**config.mk**
```make
export PLATFORM = sky130hd
export DESIGN_NAME = bin_to_bcd
export DESIGN_NICKNAME = d
export VERILOG_FILES = /design/src/rtl/bcd_pkg.sv /design/src/rtl/bcd_digit_adj.sv /design/src/rtl/bin_to_bcd.sv
export SDC_FILE = /design/constraint.sdc
export NUM_CORES = 1
export LEC_CHECK = 0
export CAP_MARGIN = 20
export CORE_MARGIN = 5
export CORE_UTILIZATION = 43
export DETAILED_ROUTE_END_ITERATION = 10
export GPL_TIMING_DRIVEN = 1
export PLACE_DENSITY = 0.73
export SYNTH_ARGS = -nofsm -noshare
export SYNTH_HDL_FRONTEND = slang
export SYNTH_HIERARCHICAL = 1
export SYNTH_SLANG_ARGS = --single-unit
```
**constraint.sdc**
```tcl
create_clock -name Clk -period 1.8 [get_ports Clk]
set_input_delay 0.27 -clock Clk [delete_from_list [all_inputs] [get_ports Clk]]
set_output_delay 0.27 -clock Clk [all_outputs]
set_load 0.02 [all_outputs]
```
**src/rtl/bcd_pkg.sv**
```systemverilog
// Shared constants and types for the binary-to-BCD converter.
// Widths are fixed here; the converter itself has no parameters.
package bcd_pkg;

    localparam int BIN_W          = 14;
    localparam int BCD_DIGITS     = 4;
    localparam int SCRATCH_DIGITS = BCD_DIGITS + 1;
    localparam int SHIFT_CNT      = 14;
    localparam int CNT_W          = 4;
    localparam int SCRATCH_W      = 4 * SCRATCH_DIGITS;
    localparam int BCD_W          = 4 * BCD_DIGITS;

    typedef enum logic [1:0] {
        ST_IDLE  = 2'd0,
        ST_SHIFT = 2'd1,
        ST_DONE  = 2'd2
    } state_t;

    typedef logic [3:0] digit_t;

endpackage : bcd_pkg

```
**src/rtl/bcd_digit_adj.sv**
```systemverilog
// Double-dabble digit correction: a digit of 5 or more gets 3 added so that
// the following left shift carries correctly into the next decimal digit.
module bcd_digit_adj
    import bcd_pkg::*;
(
    input  digit_t din,
    output digit_t dout
);

    // Add-3 correction; inputs stay in 0..9 so the sum never exceeds 12.
    always_comb begin
        dout = din;
        if (din >= 4'd5) begin
            dout = din + 4'd3;
        end
    end

endmodule : bcd_digit_adj

```
**src/rtl/bin_to_bcd.sv**
```systemverilog
// Sequential 14-bit binary to 4-digit BCD converter (shift-and-add-3).
// One conversion takes 14 shift cycles; done pulses 15 cycles after start.
// A fifth scratch digit catches values above 9999 and drives overflow.
//
// Build option: define BIN_TO_BCD_SAT_EN to saturate bcd to 16'h9999 on
// overflow; otherwise bcd reports the low four digits (value mod 10000).
//
// state    | meaning
// ---------+-------------------------------------------------------------
// ST_IDLE  | waiting for start; bin is captured on the accepting edge
// ST_SHIFT | 14 correct-and-shift iterations, busy high
// ST_DONE  | result registered, done high for this single cycle
module bin_to_bcd
    import bcd_pkg::*;
(
    input  logic             Clk,
    input  logic             Reset,
    input  logic             start,
    input  logic [BIN_W-1:0] bin,
    output logic             busy,
    output logic             done,
    output logic [BCD_W-1:0] bcd,
    output logic             overflow
);

    state_t                 state;
    logic [BIN_W-1:0]       sreg;
    logic [SCRATCH_W-1:0]   scratch;
    logic [SCRATCH_W-1:0]   scratch_adj;
    logic [CNT_W-1:0]       cnt;

    logic [SCRATCH_W+BIN_W-1:0] combo_next;
    logic [SCRATCH_W-1:0]       scratch_next;
    logic [BIN_W-1:0]           sreg_next;
    logic                       last_shift;
    logic [BCD_W-1:0]           bcd_next;
    logic                       ovf_next;

    // One correction cell per scratch digit, including the overflow digit.
    for (genvar g = 0; g < SCRATCH_DIGITS; g++) begin : g_adj
        bcd_digit_adj u_adj (
            .din  (scratch[4*g +: 4]),
            .dout (scratch_adj[4*g +: 4])
        );
    end

    // Corrected scratch and the binary operand shift together as one word.
    always_comb begin
        combo_next   = {scratch_adj, sreg} << 1;
        scratch_next = combo_next[SCRATCH_W+BIN_W-1 -: SCRATCH_W];
        sreg_next    = combo_next[BIN_W-1:0];
        last_shift   = (cnt == CNT_W'(SHIFT_CNT - 1));
    end

    // Result formatting from the scratch value produced by the final shift.
    always_comb begin
        ovf_next = (scratch_next[SCRATCH_W-1 -: 4] != 4'd0);
`ifdef BIN_TO_BCD_SAT_EN
        if (ovf_next) begin
            bcd_next = {BCD_DIGITS{4'h9}};
        end else begin
            bcd_next = scratch_next[BCD_W-1:0];
        end
`else
        bcd_next = scratch_next[BCD_W-1:0];
`endif
    end

    // Conversion FSM with registered status and result outputs.
    always_ff @(posedge Clk) begin
        if (Reset) begin
            state    <= ST_IDLE;
            sreg     <= '0;
            scratch  <= '0;
            cnt      <= '0;
            busy     <= 1'b0;
            done     <= 1'b0;
            bcd      <= '0;
            overflow <= 1'b0;
        end else begin
            case (state)
                ST_IDLE: begin
                    if (start) begin
                        sreg    <= bin;
                        scratch <= '0;
                        cnt     <= '0;
                        busy    <= 1'b1;
                        state   <= ST_SHIFT;
                    end
                end
                ST_SHIFT: begin
                    scratch <= scratch_next;
                    sreg    <= sreg_next;
                    cnt     <= cnt + 1'b1;
                    if (last_shift) begin
                        bcd      <= bcd_next;
                        overflow <= ovf_next;
                        busy     <= 1'b0;
                        done     <= 1'b1;
                        state    <= ST_DONE;
                    end
                end
                ST_DONE: begin
                    done  <= 1'b0;
                    state <= ST_IDLE;
                end
                default: begin
                    busy  <= 1'b0;
                    done  <= 1'b0;
                    state <= ST_IDLE;
                end
            endcase
        end
    end

endmodule : bin_to_bcd

```
* Word level (Yosys, flattened, before mapping)
Cells that the tools add are included.
** Word-level totals
- Register bits after elaboration :: 59
- Logic and storage cells :: 53
- Memories kept :: 0
- Latch bits :: 0
- Bits in writable memories :: 0
- Output and inout port bits :: 19
- ROM bits :: 0
- Bits of input ports :: 17
** Cells by class
- Mux-type cells :: 19
- Reductions and logical operators :: 8
- Bitwise logic cells :: 2
- Shifts and indexed selects :: 0
- Add/subtract/negate cells :: 6
- Div/mod/pow operators :: 0
- Order comparisons :: 5
- Equality and inequality tests :: 5
- Multiply operators :: 0
** Operators by type and width (count)
- one-hot mux 20 bit (2 select lines) :: 1
- one-hot mux 14 bit (2 select lines) :: 1
- >= comparator 4 x 3 -> 1 bit, second input constant :: 5
- 2-to-1 mux 20 bit :: 1
- 2-to-1 mux 4 bit :: 5
- adder 4 x 2 -> 4 bit, second input constant :: 4
- 2-to-1 mux 14 bit :: 1
- one-hot mux 4 bit (2 select lines) :: 1
- AND reduction 2 bit :: 4
- adder 4 x 1 -> 4 bit, second input constant :: 1
- == test 4 bit, second input constant :: 1
- 2-to-1 mux 2 bit :: 2
- != test 2 bit, second input constant :: 2
- one-hot mux 2 bit (2 select lines) :: 1
- nonzero test 4 bit :: 1
- adder 3 x 2 -> 3 bit, second input constant :: 1
- 2-to-1 mux 1 bit :: 3
- 2-to-1 mux 3 bit :: 1
- one-hot mux 1 bit (3 select lines) :: 1
- AND reduction 3 bit :: 1
- == test 2 x 1 -> 1 bit, second input constant :: 1
- == test 2 bit, second input constant :: 1
- logical NOT 2 bit :: 1
- NOT 1 bit :: 2
- 2 further kinds :: 2

* Longest topological paths before layout
Gate-level depths: netlist (run 1).
- Word-level depth :: 3
- Gate-level depth with buffers :: 7
- Depth with buffers taken out :: 7

* By module
Netlist (run 1), hierarchy kept.
** By module, submodules not included
- bin_to_bcd :: cells each 244, area an instance 2249.7 sq um, instances 1, sequential area each 1181.1 sq um
- bcd_digit_adj :: cells each 16, area an instance 101.3 sq um, instances 5, sequential area each 0.0 sq um

* Worst setup path before layout (run 1)
Ideal clock, no wire load.
- Path kind :: register -> register
- Start :: reg scratch[17]
- End :: reg overflow
- Arrival :: 1.407 ns
- Cell stages (with the launch flop) :: 8
- Library setup time :: 0.091 ns
- Data required time :: 1.709 ns
- Slack :: 0.302 ns
- Clock period less this slack :: 1.498 ns
- Buffers on the path :: 0
- Cells stage by stage :: dfxtp_1 inv_1 ha_1 nand2b_1 a21oi_2 mux2i_1 nor4_1 a311oi_1
** On the way
- Cells in the longest elaborated chain, start to end :: 3
- Elaborated cells between the ends (all ways) :: 4
- Those cells by class :: add/sub (1); order compare (1); mux (1); reduce/logical (1)
** Ends and longest elaborated chain
- start: declaration :: line bin_to_bcd.sv:28 : logic [SCRATCH_W-1:0] scratch;
- start signal: assignment :: line bin_to_bcd.sv:92 : scratch <= scratch_next;
- >= comparator 4 x 3 -> 1 bit / adder 3 x 2 -> 3 bit (equally long branches) :: line bcd_digit_adj.sv:13, bcd_digit_adj.sv:14
- 2-to-1 mux 3 bit * :: line bcd_digit_adj.sv:13 : if (din >= 4'd5) begin
- named net combo_next[32] :: line bin_to_bcd.sv:32 : logic [SCRATCH_W+BIN_W-1:0] combo_next;
- nonzero test 4 bit * :: line bin_to_bcd.sv:57 : ovf_next = (scratch_next[SCRATCH_W-1 -: 4] != 4'd0);
- end signal: assignment :: line bin_to_bcd.sv:97 : overflow <= ovf_next;
- end: declaration :: line bin_to_bcd.sv:23 : output logic overflow
Mark *: on every way through the listed nets, which the timed path passes. The rest lies on a longest branch.
A chain may end at the register's enable or synchronous reset.

* Worst setup path after layout (run 1)
Same ends and word-level chain as after synthesis.

==> impl_metrics.toml, run 1 <==
[outcome]
outcome = "completed"

[grt]
grt_use_met2 = 0.228
grtUsageMet3 = 0.0409
grt_usage = 0.146
grt_use_met1 = 0.189
grt_pass1_wl_mm = 9.94
top_usage_layer = "met2"
overflow = 0
grt_max_degree = 22
antenna_found_initial = 0
first_global_vias = 2189

[die]
dieArea_sq_um = 8060
die_x_microns = 89.8
core_sq_um = 6280
start_util = 0.436
rows = 29
die_h_microns = 89.8
num_io_pins = 36

[timing]
fin_crit_ns = 1.62
drv_slew = 0
fmax_mhz = 619
slew_headroom = 0.662
rsz0062_at_grt = "false"
final.period_utilization = 0.898
clock_skew_ns = 0.00488
setup_violations = 0
tightest_slew_ns = 0.506
hold_violations = 0

[clock_tree]
clk_pin_slew_ns = 0.07
clock-sinks = 59
cts-root-buf = "clkbuf_8"
clk_latency_ns = 0.33
cts_tree = "done"
cts-buffers-inserted = 9
htreeDepth = 3
hold_buffers = 0
cts_max_path_buffers = 2
cts_setup_buffers = 0

[power_and_ir_drop]
power_frac_seq = 0.476
leakagePower_uw = 0.00131
p_int_uw = 2210
ir_worst_vdd_v = 0.000472
clock_power_share = 0.449
p_switching_uw = 646
pwr-share-comb = 0.075
switching_share = 0.226
power_density_nw_per_um2 = 844

[critical_path]
crit_path_max_incr_delay_ns = 0.34
criticalPathCategory = "flip-flop to flip-flop"
worstPathMaxFanout = 3
rr_worst_depth = 7
end_kind = "flip-flop"
path_cells = "inv_1 -> ha_1 -> nand2b_1 -> a21oi_2 -> mux2i_1 -> nor4_1 -> a311oi_1"
worstPathArrival_ns = 1.82
reg2reg_slack_ns = 0.18
reg2reg_from = "scratch[17]"
rr_endpoint = "overflow"
required_ns = 2.01
worst_setup_path_start_kind = "flip-flop"
crit_family = "simple AND/OR/NAND/NOR gates"
cp_slowest_cell = "dfxtp_1"
path_buf_inv = 1

[worst_hold_path]
min_path_type = "flip-flop to flip-flop"
worstHoldPathCells = 2
min_to = "bcd[6]"
min-delay-start = "bcd[6]"

[finish]
fill_cells = 595
area_growth_pct = 23.6
drive_gt1_frac = 0.105
final_cell_mix = "59 x dfxtp_1, 43 x a21oi_1, 35 x clkdlybuf4s50_1"
final_nets = 387
antenna_cells = 0
final_common_cell = "dfxtp_1"
stdcell_area_sq_um = 3380
final_core_util = 0.539
layoutNonFillerInstCount = 440

[yosys]
syn_nets = 349
syn_area_per_cell_sq_um = 8.55
synthesis.area_sq_um = 2740
synthCells = 320
yosysWarnings = 6

[place]
portBuffers = 35
dp_hpwl_mm = 3.94
dp_cells = 424
placed_area_sq_um = 3170
gp_congestion = 0.816

[detailed_routing]
drt_pass1_iterations = 4
num_vias = 2335
detail-route-antenna-nets = 0
drc = 0
viasPerCell = 5.31
wire_per_inst_microns = 13.0
drt-initial-drc-count = 160
routed_wl_mm = 5.73

[job]
max-cap-violations = 0
## layer usage
metal / vias to the layer above / share of wire / wire length [microns]
li1: 1195 / - / -
met1: 1084 / 0.47 / 2670
met2: 48 / 0.47 / 2680
met3: 8 / 0.052 / 297
met4: 0 / 0.014 / 79
met5: - / 0 / 0
## per-stage QoR
step / setup slack, ns / total power (uW) / TNS [ns] / hold WS [ns]
final: 0.184 / 2860 / 0 / 0.474
after CTS: 0.0743 / 2890 / 0 / 0.468
after global routing: 0.0219 / 2990 / 0 / 0.480
after floorplan: 0.340 / 1520 / 0 / 0.404
after detailed placement: -0.107 / 1600 / -2.02 / 0.469
after global placement: -0.0783 / 1600 / -1.58 / 0.461
## flip-flops by register name, summed over array words and instances, names as in the netlist
signal / flops
bcd: 16
state: 2
scratch: 20
done: 1
busy: 1
cnt: 4
sreg: 14
overflow: 1
## worst register-to-register path: stages (launching register included)
cell and delay (ns):
dfxtp_1 0.34, inv_1 0.07, ha_1 0.17, nand2b_1 0.15
a21oi_2 0.20, mux2i_1 0.12, nor4_1 0.33, a311oi_1 0.13
## what timing repair did
item	in CTS	in global routing
endpoints found under the hold margin	0	0
setup endpoints to repair	0	5
gates resized for setup	0	1
## worst max path at each step
stage                startpoint          end  slack (ns)  cells after the start
floorplan           scratch[17]     overflow        0.34                      7
global placement          start  scratch[11]       -0.08                      4
detailed placement        start   scratch[6]       -0.11                      4
CTS                    state[1]  scratch[10]        0.07                      3
global route        scratch[17]     overflow        0.02                      7
finish              scratch[17]     overflow        0.18                      7
## power by group through the flow
stage,Sequential (uW),Combinational [uW],Clock (uW)
finish,1360,215,1280
global route,1360,240,1390
CTS,1360,214,1320
detailed placement,1390,213,0
global placement,1390,211,0
floorplan,1390,136,0
## layout make-up
| class | count | area [sq um] | area share |
|---|---|---|---|
| Sequential cell | 59 | 1180 | 0.349 |
| Clock inverter | 5 | 77.6 | 0.0229 |
| Inverter | 14 | 52.6 | 0.0155 |
| Timing Repair Buffer | 49 | 455 | 0.135 |
| Multi-Input combinational cell | 225 | 1390 | 0.411 |
| Tap cell | 77 | 96.3 | 0.0285 |
| Clock buffer | 11 | 131 | 0.0388 |
Power figures use the tool's default switching activity.
==> inputs of run 2 (changes only) <==
Settings changed: SETUP_SLACK_MARGIN from default to 0.05, SLEW_MARGIN from default to 20.
==> impl_metrics.toml, run 2 (same netlist as run 1, synthesis figures left out) <==
[clock_tree]
clock-sinks = 59
cts_tree = "done"
hold_buffers = 0
clk_latency_ns = 0.33
htreeDepth = 3
cts_max_path_buffers = 2
clk_pin_slew_ns = 0.07
cts-root-buf = "clkbuf_8"
cts-buffers-inserted = 9

[critical_path]
criticalPathCategory = "flip-flop to flip-flop"
worstPathMaxFanout = 3
rr_endpoint = "overflow"
reg2reg_from = "scratch[17]"
required_ns = 2.04
rr_worst_depth = 7
reg2reg_slack_ns = 0.13
worstPathArrival_ns = 1.91
end_kind = "flip-flop"
worst_setup_path_start_kind = "flip-flop"

[finish]
area_growth_pct = 24.1
stdcell_area_sq_um = 3400
final_nets = 388
drive_gt1_frac = 0.110
antenna_cells = 0
final_cell_mix = "59 x dfxtp_1, 43 x a21oi_1, 35 x clkdlybuf4s50_1"
final_common_cell = "dfxtp_1"
final_core_util = 0.541
largest-register = "scratch"
largest_reg_flops = 20
reg_top3 = "scratch (20), bcd (16), sreg (14)"

[detailed_routing]
drc = 0
wire_per_inst_microns = 13.0
detail-route-antenna-nets = 0
num_vias = 2336
viasPerCell = 5.30
drt_pass1_iterations = 4
drt-initial-drc-count = 151
routed_wl_mm = 5.73

[timing]
clock_skew_ns = 0.00572
drv_slew = 0
final.period_utilization = 0.927
setup_violations = 0
fmax_mhz = 599
hold_violations = 0
tightest_slew_ns = 0.507
fin_crit_ns = 1.67
slew_headroom = 0.661
rsz0062_at_grt = "false"

[grt]
overflow = 0
grt_pass1_wl_mm = 9.94
antenna_found_initial = 0
first_global_vias = 2189
grt_max_degree = 22
grt_usage = 0.146

[die]
die_x_microns = 89.8
rows = 29
num_io_pins = 36
core_sq_um = 6280
start_util = 0.436
dieArea_sq_um = 8060
die_h_microns = 89.8

[job]
max-cap-violations = 0

[power_and_ir_drop]
power_density_nw_per_um2 = 841
power_frac_seq = 0.476
ir_worst_vdd_v = 0.000471
clock_power_share = 0.449
p_switching_uw = 646
p_int_uw = 2210
switching_share = 0.226
pwr-share-comb = 0.075
leakagePower_uw = 0.00131

[outcome]
outcome = "completed"

[place]
portBuffers = 35
gp_congestion = 0.816
placed_area_sq_um = 3170
dp_hpwl_mm = 3.94

[worst_hold_path]
min_path_type = "flip-flop to flip-flop"
worstHoldPathCells = 2
min-delay-start = "bcd[6]"
min_to = "bcd[6]"
==> run 2: cell types whose count changed in the layout (fill, tap and decap cells not counted) <==
cell | previous run | this run
nor4_1 | 1 | 0
buf_4 | 14 | 15
nor4_2 | 0 | 1
==> run 2: cell type report <==
type	count	area, sq um
Clock buffer	11	131
Tap cell	77	96.3
Fill cell	595	2880
Inverter	14	52.6
Sequential cell	59	1180
Multi-Input combinational cell	225	1400
Timing Repair Buffer	50	463
Clock inverter	5	77.6
==> run 2: how the worst max path moves through the flow <==
stage	start	to	slack (ns)	cells after the start
floorplan	scratch[17]	overflow	0.34	7
detailed placement	start	scratch[6]	-0.11	4
finish	scratch[17]	overflow	0.13	7
CTS	state[1]	scratch[10]	0.07	3
global placement	start	scratch[11]	-0.08	4
global route	scratch[17]	overflow	0.01	7
==> run 2: what timing repair did <==
| action | in CTS | in global routing |
|---|---|---|
| gates resized for setup | 0 | 2 |
| endpoints found under the setup margin | 0 | 22 |
| buffers inserted | 0 | 1 |
==> run 2: power by group through the flow <==
stage | clock (uW) | combinational (uW) | sequential (uW)
after global placement | 0 | 211 | 1390
after detailed placement | 0 | 213 | 1390
final | 1280 | 214 | 1360
after floorplan | 0 | 136 | 1390
after CTS | 1320 | 214 | 1360
after global routing | 1390 | 240 | 1360
==> run 2: metrics by stage <==
step	hold WS (ns)	setup TNS, ns	power, uW	setup WS [ns]	std cells
CTS	0.468	0	2890	0.0743	440
floorplan	0.404	0	1520	0.340	320
global placement	0.461	-1.58	1600	-0.0783	424
detailed placement	0.469	-2.02	1600	-0.107	424
global route	0.480	0	2990	0.0122	441
finish	0.475	0	2860	0.132	441
==> run 2: critical path, stage by stage, from the launching register on <==
cell and delay (ns):
dfxtp_1 0.34, inv_1 0.07, ha_1 0.17, nand2b_1 0.15, a21oi_2 0.20, mux2i_1 0.32
nor4_2 0.09, a311oi_1 0.25
==> run 2: per-layer routing <==
| layer | wire length (microns) | vias to the layer above | share of wire | global-route usage |
|---|---|---|---|---|
| li1 | - | 1200 | - | - |
| met3 | 258 | 12 | 0.045 | 0.0409 |
| met2 | 2670 | 41 | 0.47 | 0.228 |
| met4 | 104 | 0 | 0.018 | 0.0630 |
| met1 | 2690 | 1083 | 0.47 | 0.189 |
| met5 | 0 | - | 0 | 0 |
